===== config.mk =====
export PLATFORM = sky130hd
export DESIGN_NAME = jk_down_counter
export DESIGN_NICKNAME = d
export VERILOG_FILES = /design/src/rtl/jk_pkg.sv /design/src/rtl/jk_ff_ar.sv /design/src/rtl/jk_down_counter.sv
export SDC_FILE = /design/constraint.sdc
export NUM_CORES = 1
export LEC_CHECK = 0
export BUFFER_PORTS_ARGS = -buffer_cell sky130_fd_sc_hd__buf_2
export CAP_MARGIN = 20
export CORE_AREA = 2 2 39 41
export DETAILED_ROUTE_END_ITERATION = 10
export DIE_AREA = 0 0 41 43
export GPL_ROUTABILITY_DRIVEN = 0
export PLACE_DENSITY_LB_ADDON = 0.25
export SLEW_MARGIN = 20
export SYNTH_ARGS = -nofsm -noshare
export SYNTH_HDL_FRONTEND = slang
export SYNTH_HIERARCHICAL = 1
export SYNTH_SLANG_ARGS = --single-unit

===== constraint.sdc =====
create_clock -name clk -period 3.3 [get_ports clk]
set_clock_uncertainty 0.2 [all_clocks]
set_input_delay 0.165 -clock clk [delete_from_list [all_inputs] [get_ports clk]]
set_output_delay 0.165 -clock clk [all_outputs]
set_load 0.02 [all_outputs]

===== src/rtl/jk_pkg.sv =====
// jk_pkg: JK command encodings and next-state helper shared by the JK counters
package jk_pkg;
  typedef logic [1:0] jk_cmd_t;
  localparam jk_cmd_t JK_HOLD = 2'b00;
  localparam jk_cmd_t JK_RST  = 2'b01;
  localparam jk_cmd_t JK_SET  = 2'b10;
  localparam jk_cmd_t JK_TOG  = 2'b11;
  function automatic logic jk_next(input logic q, input jk_cmd_t cmd);
    return cmd == JK_SET ? 1'b1 :
           cmd == JK_RST ? 1'b0 :
           cmd == JK_TOG ? ~q : q;
  endfunction
endpackage


===== src/rtl/jk_ff_ar.sv =====
// jk_ff_ar: JK flip-flop with asynchronous active-high reset to 0
module jk_ff_ar
  import jk_pkg::*;
(
  input  logic clk,
  input  logic rst,
  input  logic j,
  input  logic k,
  output logic q
);
  always_ff @(posedge clk or posedge rst)
    if (rst) q <= 1'b0;
    else q <= jk_next(q, {j, k});
endmodule


===== src/rtl/jk_down_counter.sv =====
// jk_down_counter: synchronous JK down counter with load, enable, auto-reload and zero/borrow flags
module jk_down_counter
  import jk_pkg::*;
#(
  parameter int WIDTH = 4
) (
  input  logic             clk,
  input  logic             rst,
  input  logic             en,
  input  logic             load,
  input  logic             auto_reload,
  input  logic [WIDTH-1:0] d,
  output logic [WIDTH-1:0] q,
  output logic             zero,
  output logic             borrow
);
  logic [WIDTH-1:0] lower_zero;
  logic [WIDTH-1:0] j;
  logic [WIDTH-1:0] k;
  logic             reload;
  assign zero   = ~|q;
  assign borrow = en & ~load & zero;
  assign reload = load | (en & zero & auto_reload);
  assign lower_zero[0] = 1'b1;
  genvar i;
  generate
    for (i = 0; i < WIDTH; i++) begin : g_cell
      // a bit toggles on decrement only when every lower bit is 0 (borrow propagates)
      if (i > 0) begin : g_chain
        assign lower_zero[i] = lower_zero[i-1] & ~q[i-1];
      end
      assign j[i] = reload ? d[i]  : en & lower_zero[i];
      assign k[i] = reload ? ~d[i] : en & lower_zero[i];
      jk_ff_ar u_ff (
        .clk(clk),
        .rst(rst),
        .j  (j[i]),
        .k  (k[i]),
        .q  (q[i])
      );
    end
  endgenerate
endmodule


# Word level (Yosys, flattened, before mapping)
# Cells that the tools add are included.
# totals
output_inout_bits	6
word_cells	61
inputBits	9
ff_bits	4
# op_classes
eq_ne	12
n_bitwise	19
n_reduce_logical	6
mux	20
# ops
op	n
1-bit 2-to-1 mux	20
2-bit equality test, second input constant	8
3-bit nonzero test	4
1-bit bitwise AND	9
1-bit inverter	9
2-bit by 1-bit equality test with 1-bit output, second input constant	4
4-bit OR reduction	1
1-bit zero test	1
1-bit OR	1

# Depth between registers and ports, before layout
# depth
word_depth	10
depth_mapped	5
ltp_nobuf	5

# Modules after synthesis
# The synthesis kept the hierarchy.
# by_module_without_submodules
mod	n_inst	cells_per_inst	seq_area_each_um2	area_each_um2
jk_down_counter	1	27	0.0	175.2
jk_ff_ar	4	4	25.0	37.5

# Worst setup path before layout
# Ideal clock, no wire load.
# synth_path
path_type	register to output
from	reg g_cell[1].u_ff.q
to	out borrow
path_slack_ns	1.386
n_path_buf	0
t_arrival_ns	1.549
stages_incl_launch_ff	3
t_required_ns	2.935
cell_sequence	dfrtp_1 -> or3b_1 -> nor4_1
# synth_between
elab_chain_len	3
# synth_lines
item	line_no	rtl
start: declaration	jk_ff_ar.sv:9	output logic q
start signal: assignment	jk_ff_ar.sv:13	else q <= jk_next(q, {j, k});
4-bit OR reduction	jk_down_counter.sv:21	assign zero = ~|q;
1-bit zero test	jk_down_counter.sv:21	
1-bit bitwise AND	jk_down_counter.sv:22	assign borrow = en & ~load & zero;
end: declaration	jk_down_counter.sv:15	output logic borrow
# No other way between the ends.

# Final worst setup path
# Same ends and word-level chain as after synthesis.

==> metrics.yaml <==
status: "finished, final reports clean"
dr.pass1.iters: 4
drv_slew: 0
path_class: "register to output pin"
syn_area_um2: 325
crit_fanout: 7
tightest_slew_ns: 0.292
worstHoldPathType: "primary input to register"
yosys_warnings: 6
track_usage_pct: 9.99
numCtsBuffers: 3
fp.dieH_um: 43
path_clk_slew_ns: 0.03
grt_max_degree: 15
p_per_area_nw_per_um2: 594
power_frac_clock_pct: 21.7
post-route-period-util_pct: 55.6
largest_reg_flops: 4
period_needed_ns: 1.83
intPower_uw: 151
cts.root.buffer_cell: "clkbuf_4"
fin_tns_setup_ns: 0
cp-end-kind: "output pin"
ctsResizeCount: 0
yosysUniqueCellTypes: 15
postCtsSetupBuffers: 0
comb_power_share_pct: 40.2
slew_headroom_pct: 80.4
seq_power_share_pct: 38.1
dp.cells: 72
p_sw_share_pct: 42.5
antenna_cells: 0
min_path_cells: 4
core_area_um2: 1380
cp.arrival_ns: 1.47
multi_input_area_um2: 186
avgSynthCellArea_um2: 7.57
area_delta_synth_final_pct: 36.2
grt_pass1_wl_um: 1180
stdcell_count: 76
p_leak_nw: 0.230
cts_buffer_depth: 2
top_regs: "g_cell.u_ff/q x4"
grt_pass1_vias: 313
cts_tree: "built"
drive_above_1_share_pct: 35.0
regMostFlops: "g_cell.u_ff/q"
setup_viol: 0
layout.nets: 71
yosysTopAreaCellShare_pct: 30.8
synth_nets: 52
start_kind: "register"
fillerInstances: 164
drtAntennaViolNets: 0
io_pins: 15
dieArea_um2: 1760
irDropWorstVdd_v: 0.000210
drt-initial-drc-count: 5
vias_per_cell: 4.64
finalHoldViolCount: 0
num_rows: 14
rsz0062_at_grt: "false"
num_vias: 353
yosysTopAreaCell: "dfrtp_1"
synth.yosys.seq_area_share_pct: 30.8
synthTopCellsByArea: "dfrtp_1 31%, o22a_1 13%, a21oi_1 11%, inv_1 10%, nor2_1 6.9%"
fmax_mhz: 545
start_util_pct: 23.5
reg2reg_depth: 5
place.port_buffers: 14
cts_sinks: 4
antenna_found_initial: 0
seq_area_um2: 100
maxCapViolCount: 0
worstSkewPairLatency_ns: 0.23
utilization_pct: 32.0
route.detailed.drc: 0
yosys_register_bits: 4
htreeDepth: 1
grt_remaining_overflow: 0
netlist_instances: 43
routed_wirelength_um: 745
die_width_um: 41
regToRegSetupSlack_ns: 1.75
critPathRequiredTime_ns: 2.93
power.switching_uw: 112
wl_per_cell_um: 9.80
## worst paths after layout
path	end	from
worst min-delay path	g_cell[3].u_ff/q	d[3]
worst max-delay path	borrow	g_cell[1].u_ff/q
min in group asynchronous	g_cell[2].u_ff/q	rst
worst max register to register	g_cell[1].u_ff/q	g_cell[2].u_ff/q
max in group asynchronous	g_cell[0].u_ff/q	rst
worst min register to register	g_cell[1].u_ff/q	g_cell[1].u_ff/q
## per-stage QoR
| stage | worst slack [ns] | instance area, µm² | hold slack [ns] | total power, mW |
|---|---|---|---|---|
| floorplan | 1.39 | 325 | -0.306 | 0.167 |
| global route | 1.36 | 443 | 0.113 | 0.288 |
| finish | 1.47 | 443 | 0.0937 | 0.263 |
| global placement | 1.73 | 410 | -0.165 | 0.205 |
| CTS | 1.45 | 443 | 0.0904 | 0.269 |
| detailed placement | 1.70 | 410 | -0.165 | 0.208 |
## worst max-delay path: stages (launching register included)
cell	delay (ns)
dfrtp_1	0.42
or3b_1	0.43
nor4_1	0.18
buf_2	0.21
## cell families (layout without fill, tap and decap cells)
kind of cell	after synthesis	after routing	synth area share (%)
AO/OA/AOI/OAI	16	16	34.2
buffers and inverters	10	27	11.9
flip-flops	4	4	30.8
AND/OR/NAND/NOR	13	13	23.1
## repair_timing
item,CTS,global route
hold buffers,1,0
setup endpoints to repair,0,0
hold endpoints to repair,4,0
## power by group through the flow
stage / clock (mW) / sequential [mW] / combinational [mW]
floorplan: 0 / 0.117 / 0.0500
global placement: 0 / 0.0993 / 0.106
detailed placement: 0 / 0.101 / 0.107
CTS: 0.0611 / 0.100 / 0.108
global route: 0.0634 / 0.106 / 0.118
finish: 0.0571 / 0.100 / 0.106
## Yosys cell counts, drive strengths merged
cell	instances
buf	1
o21a	1
o22a	7
nor3b	1
or3b	1
a21oi	7
nor2	7
nor4	2
nor2b	1
dfrtp	4
inv	9
o21ai	1
and2	1
## layer usage
metal / track usage, % / wire [µm]
met5: 0 / 0
met4: 6.00 / 0
met2: 14.7 / 329
met1: 12.1 / 355
met3: 3.14 / 61
## cell usage in the layout, fill, tap and decap left out
cell and count:
o22a_1 5, nor4_1 2, o21ai_0 1, nor2_1 6, inv_1 9, or3b_1 1
buf_2 14, nor3b_2 1, and2_1 1, dfrtp_1 4, nor2_2 1, o22a_2 2
a21oi_1 7, nor2b_1 1, clkbuf_4 3, o21a_1 1, dlygate4sd3_1 1
## layout make-up
class                   count  area share (%)
multi-input cells          29            42.1
flip-flops and latches      4            22.6
repair buffers             15            18.1
inverters                   9            7.63
clock buffers               3            5.08
well taps                  16            4.52
No activity file was read; power rests on OpenSTA's default activity.
